File: src/rtl/adv7513_reg_scan.sv
// adv7513_reg_scan: walks an inclusive ADV7513 register range through the
// single-register read block (rd_start/rd_addr/rd_done handshake) and
// captures each returned byte into a 256x8 buffer read back via rb_addr.
// Optional build macro: ADV7513_SCAN_TIMEOUT_EN (per-transaction watchdog).
module adv7513_reg_scan #(
  parameter logic [23:0] TIMEOUT_CYCLES = 24'd1_000_000
) (
  input  logic       clk,
  input  logic       reset,
  input  logic       scan_start,
  input  logic [7:0] first_addr,
  input  logic [7:0] last_addr,
  output logic       busy,
  output logic       scan_done,
  output logic       range_err,
  output logic       timeout_err,
  output logic [8:0] rd_count,
  output logic       rd_start,
  output logic [7:0] rd_addr,
  input  logic       rd_done,
  input  logic [7:0] rd_data,
  input  logic [7:0] rb_addr,
  output logic [7:0] rb_data
);

  typedef enum logic [2:0] {
    S_IDLE,
    S_ISSUE,
    S_ARM,
    S_WAIT,
    S_STORE,
    S_DONE
  } state_t;

  state_t     state;
  state_t     state_next;
  logic [7:0] cur_addr;
  logic [7:0] end_addr;
  logic [7:0] offset;
  logic [7:0] store_data;
  logic       tmo;
  logic       tmo_hit;
  logic [7:0] mem [0:255];

  // The read block sees the current address directly; it only moves in S_STORE.
  assign rd_addr = cur_addr;

`ifdef ADV7513_SCAN_TIMEOUT_EN
  logic [23:0] wd_cnt;
  logic        store_ff;

  assign tmo        = (wd_cnt >= (TIMEOUT_CYCLES - 24'd1));
  assign store_data = store_ff ? 8'hFF : rd_data;

  // Watchdog: cleared on entry to S_ISSUE, counts while a transaction is open.
  always_ff @(posedge clk or negedge reset) begin
    if (!reset) begin
      wd_cnt   <= '0;
      store_ff <= 1'b0;
    end else begin
      if (state != S_ISSUE && state_next == S_ISSUE)
        wd_cnt <= '0;
      else if (state == S_ISSUE || state == S_ARM || state == S_WAIT)
        wd_cnt <= wd_cnt + 24'd1;
      if (state_next == S_STORE)
        store_ff <= tmo_hit;
    end
  end

  // Sticky watchdog flag, cleared when a new scan is accepted.
  always_ff @(posedge clk or negedge reset) begin
    if (!reset)
      timeout_err <= 1'b0;
    else if (state == S_IDLE && scan_start)
      timeout_err <= 1'b0;
    else if (tmo_hit)
      timeout_err <= 1'b1;
  end
`else
  // Parameter is kept for port compatibility; it has no function here.
  logic unused_timeout_cfg;
  assign unused_timeout_cfg = ^TIMEOUT_CYCLES;
  assign tmo         = 1'b0;
  assign store_data  = rd_data;
  assign timeout_err = 1'b0;
`endif

  // Timeout only matters when the normal handshake condition is not met.
  always_comb begin
    tmo_hit = tmo && ((((state == S_ISSUE) || (state == S_WAIT)) && !rd_done) ||
                      ((state == S_ARM) && rd_done));
  end

  // State register.
  always_ff @(posedge clk or negedge reset) begin
    if (!reset) state <= S_IDLE;
    else        state <= state_next;
  end

  // Next-state logic; S_ARM ignores the still-high rd_done right after rd_start.
  always_comb begin
    state_next = state;
    case (state)
      S_IDLE:  if (scan_start) state_next = (first_addr > last_addr) ? S_DONE : S_ISSUE;
      S_ISSUE: begin
        if (rd_done)      state_next = S_ARM;
        else if (tmo_hit) state_next = S_DONE;
      end
      S_ARM: begin
        if (!rd_done)     state_next = S_WAIT;
        else if (tmo_hit) state_next = S_STORE;
      end
      S_WAIT:  if (rd_done || tmo_hit) state_next = S_STORE;
      S_STORE: state_next = (cur_addr == end_addr) ? S_DONE : S_ISSUE;
      S_DONE:  state_next = S_IDLE;
      default: state_next = S_IDLE;
    endcase
  end

  // Handshake and status outputs decoded from the state.
  always_comb begin
    busy      = (state != S_IDLE);
    scan_done = (state == S_DONE);
    rd_start  = (state == S_ISSUE) && rd_done;
  end

  // Scan bookkeeping; end test happens before the increment so 0xFF never wraps.
  always_ff @(posedge clk or negedge reset) begin
    if (!reset) begin
      cur_addr  <= '0;
      end_addr  <= '0;
      offset    <= '0;
      rd_count  <= '0;
      range_err <= 1'b0;
    end else begin
      if (state == S_IDLE && scan_start) begin
        cur_addr  <= first_addr;
        end_addr  <= last_addr;
        offset    <= '0;
        rd_count  <= '0;
        range_err <= (first_addr > last_addr);
      end else if (state == S_STORE) begin
        rd_count <= rd_count + 9'd1;
        if (cur_addr != end_addr) begin
          cur_addr <= cur_addr + 8'd1;
          offset   <= offset + 8'd1;
        end
      end
    end
  end

  // Capture buffer write port (not reset).
  always_ff @(posedge clk) begin
    if (state == S_STORE)
      mem[offset] <= store_data;
  end

  // Registered readback port.
  always_ff @(posedge clk or negedge reset) begin
    if (!reset) rb_data <= '0;
    else        rb_data <= mem[rb_addr];
  end

endmodule

File: config.mk
export PLATFORM = sky130hd
export DESIGN_NAME = adv7513_reg_scan
export DESIGN_NICKNAME = d
export VERILOG_FILES = /design/src/rtl/adv7513_reg_scan.sv
export SDC_FILE = /design/constraint.sdc
export NUM_CORES = 2
export LEC_CHECK = 0
export BUFFER_PORTS_ARGS = -buffer_cell sky130_fd_sc_hd__buf_2
export CAP_MARGIN = 25
export CORE_MARGIN = 2
export CORE_UTILIZATION = 65
export CTS_CLUSTER_SIZE = 24
export DETAILED_ROUTE_END_ITERATION = 8
export PLACE_DENSITY = 0.78
export SKIP_LAST_GASP = 1
export SYNTH_ARGS = -nofsm -noshare
export SYNTH_HDL_FRONTEND = slang
export SYNTH_SLANG_ARGS = --single-unit
File: constraint.sdc
create_clock -name clk -period 6.7 [get_ports clk]
set_input_delay 1.34 -clock clk [delete_from_list [all_inputs] [get_ports clk]]
set_output_delay 1.34 -clock clk [all_outputs]
set_load 0.1 [all_outputs]
==> impl_metrics.env <==
export IMPL_synth_fp_nets=4003
export IMPL_fin_crit_sh_pct=66.44
export IMPL_drtAntennaViolNets=0
export IMPL_max_stage_delay_ns=0.89
export IMPL_io_buffers=64
export IMPL_crit_path_end_kind="flop"
export IMPL_grt_pass1_vias=40875
export IMPL_r2r_slack_ns=2.39
export IMPL_maxSlewHeadroom_pct=23.09
export IMPL_routed_wl_um=194000
export IMPL_fmax_mhz=224.6
export IMPL_synth_cell_types=72
export IMPL_dp_hpwl_um=112000
export IMPL_ys_ff_latch=2093
export IMPL_clkLatencyLatePin_ns=0.81
export IMPL_cellLeakagePower_nw=28.32
export IMPL_start_util_pct=65.45
export IMPL_drtIter0Drc=5839
export IMPL_power_density_mw_per_mm2=304.4
export IMPL_chipHeight_um=359.6
export IMPL_cts_setup_buffers=0
export IMPL_route_detailed_drc=0
export IMPL_dieArea_sq_mm=0.1293
export IMPL_cts_max_level=4
export IMPL_syn_instance_count=3953
export IMPL_track_usage_pct=30.41
export IMPL_maxSlewViolCount=0
export IMPL_worst_slew_pin_transition_ns=1.154
export IMPL_syn_area_per_cell_sq_um=20.79
export IMPL_arrival_ns=5.08
export IMPL_core_area_sq_mm=0.1256
export IMPL_die_w_um=359.6
export IMPL_synth_edf_count=2048
export IMPL_clock_sinks=2093
export IMPL_hold_viol_final=0
export IMPL_cts_tree="built"
export IMPL_yosysWarnings=0
export IMPL_io_pin_count=66
export IMPL_layout_common_cells="edfxtp_1, mux4_2, nor2_1"
export IMPL_irDropWorstVdd_v=0.0003285
export IMPL_start_kind="input pin"
export IMPL_grt_max_degree=205
export IMPL_grt_pass1_wl_um=283100
export IMPL_wl_per_cell_um=33.04
export IMPL_crit_family="compound AO/OA/AOI/OAI gates"
export IMPL_outcome="completed"
export IMPL_overflow=0
export IMPL_synth_seq_area_share_pct=76.20
export IMPL_gp_congestion=0.8619
export IMPL_via_per_inst=6.958
export IMPL_fin_skew_ns=0.02543
export IMPL_cts_hold_buf=0
export IMPL_min_path_type="flop to flop"
export IMPL_syn2layout_area_growth_pct=9.531
export IMPL_antenna_cells=0
export IMPL_cts_buffers=196
export IMPL_rsz0062_at_grt="false"
export IMPL_setup_violations=0
export IMPL_dr_pass1_iters=5
export IMPL_crit_chain="buf_8 > buf_12 > buf_4 > mux4_2 > a22o_1 > a221oi_1 > o22ai_1 > a211oi_1 > nor4_1"
export IMPL_final_common_cell="edfxtp_1"
export IMPL_synthesis_area_sq_mm=0.08219
export IMPL_async_reset_ff_share_pct=2.150
export IMPL_cp_data_required_time_ns=7.33
export IMPL_antenna_found_initial=7
export IMPL_cp_slowest_cell="a211oi_1"
export IMPL_n_fill_cell=6998
export IMPL_layout_drive_gt1_share_pct=21.87
export IMPL_rows=130
export IMPL_clkTransAtPathRegs_ns=0.06
export IMPL_total_power_mw=27.40
export IMPL_finalNetCount=4107
export IMPL_vias=40851
export IMPL_cp_max_fo=82
export IMPL_ctsLongestPathBuffers=3
export IMPL_min_period_ns=4.452
export IMPL_cts_resized=0
export IMPL_max_cap_violations=0
export IMPL_cts_root_buf="clkbuf_16"
export IMPL_ys_flop_type="edfxtp_1"
export IMPL_fin_tns_setup_ns=0
export IMPL_critPathKind="input pin to flop"
export IMPL_crit_buf_inv=3
[layer usage]
| layer | GRT usage (%) | wire length, um |
|---|---|---|
| met4 | 11.44 | 7575 |
| met1 | 42.23 | 70610 |
| met2 | 48.68 | 95990 |
| met5 | 0 | 34 |
| met3 | 6.285 | 19790 |
[cells in the mapped netlist (14+ instances only)]
| master | number | area share [%] |
|---|---|---|
| clkbuf_1 | 95 | 0.43 |
| mux2_2 | 20 | 0.27 |
| nand2_1 | 83 | 0.38 |
| edfxtp_1 | 2048 | 75 |
| o21ai_0 | 40 | 0.24 |
| nand3_1 | 38 | 0.23 |
| o221ai_1 | 41 | 0.44 |
| nor2_1 | 301 | 1.4 |
| buf_6 | 44 | 0.60 |
| xor2_1 | 16 | 0.17 |
| nor2b_1 | 33 | 0.25 |
| o22ai_1 | 39 | 0.30 |
| a22o_1 | 17 | 0.18 |
| a211oi_1 | 23 | 0.21 |
| a22oi_1 | 80 | 0.73 |
| mux4_2 | 458 | 13 |
| dfrtp_1 | 45 | 1.4 |
| nor4_1 | 15 | 0.11 |
| ha_1 | 14 | 0.21 |
| inv_1 | 17 | 0.078 |
| a221oi_1 | 33 | 0.35 |
| buf_4 | 47 | 0.43 |
| buf_2 | 28 | 0.17 |
| mux2i_1 | 118 | 1.4 |
| a21oi_1 | 69 | 0.42 |
| nand2b_1 | 14 | 0.11 |
[sequential cells by signal, summed over array words and instances (netlist names)]
name,count
state,3
rd_addr,8
rb_data,8
rd_count,9
range_err,1
mem,2048
end_addr,8
offset,8
[cell families (layout without fill, tap and decap cells)]
group                      after synthesis  after routing  synth area share, %
DFF                                   2093           2093                76.20
muxes                                  608            608                14.61
and+or+nand+nor                        547            547                2.952
AOI/OAI and AO/OA                      412            412                3.616
buffers and inverters                  261            529                2.229
xor gates and xnor gates                17             17               0.1812
adders and majority gates               14             14               0.2131
other                                    1              1             0.004563
[path summary, 6_finish.rpt]
path | start | cells past startpoint | endpoint
max in group asynchronous | reset | 2 | rb_data[5]
min in group asynchronous | reset | 2 | range_err
setup / recovery | rb_addr[0] | 9 | rb_data[7]
setup reg to reg | state[1] | 5 | mem[195][6]
hold reg to reg | rd_count[8] | 1 | rd_count[8]
hold / removal | rd_count[8] | 1 | rd_count[8]
[cell type report]
cell class | count | area (sq um) | area share (%)
clock inverters | 123 | 1095 | 1.216
flip-flops and latches | 2093 | 62630 | 69.57
clock buffers | 239 | 5172 | 5.746
inverters | 17 | 63.81 | 0.07088
multi-input cells | 1599 | 17760 | 19.73
well taps | 1650 | 2064 | 2.293
repair buffers | 150 | 1240 | 1.377
[report_power, final]
part | internal (mW) | switching [mW] | total (mW)
sequential | 14.5 | 0.108 | 14.6
clock | 6.17 | 4.74 | 10.9
combinational | 0.562 | 1.37 | 1.93
total | 21.2 | 6.21 | 27.4
[per-stage QoR]
step | instance area (sq um) | cells | setup slack, ns | utilization [%] | hold slack [ns]
finish | 90020 | 5871 | 2.248 | 71.69 | 0.4981
global placement | 83740 | 5507 | 1.565 | 66.68 | 0.4754
floorplan | 82190 | 3953 | 1.921 | - | 0.4655
detailed placement | 83740 | 5507 | 1.514 | 66.68 | 0.4727
global route | 90020 | 5871 | 2.115 | 71.69 | 0.5168
CTS | 90000 | 5869 | 2.350 | 71.68 | 0.4948
[worst register-to-register path: stages (launching register included)]
cell and delay, ns:
dfrtp_1 0.44, nor2_1 0.40, and2_1 0.86, nand3_1 1.00
buf_4 0.53, nor2_1 0.71
No activity file was read; power rests on OpenSTA's default activity.
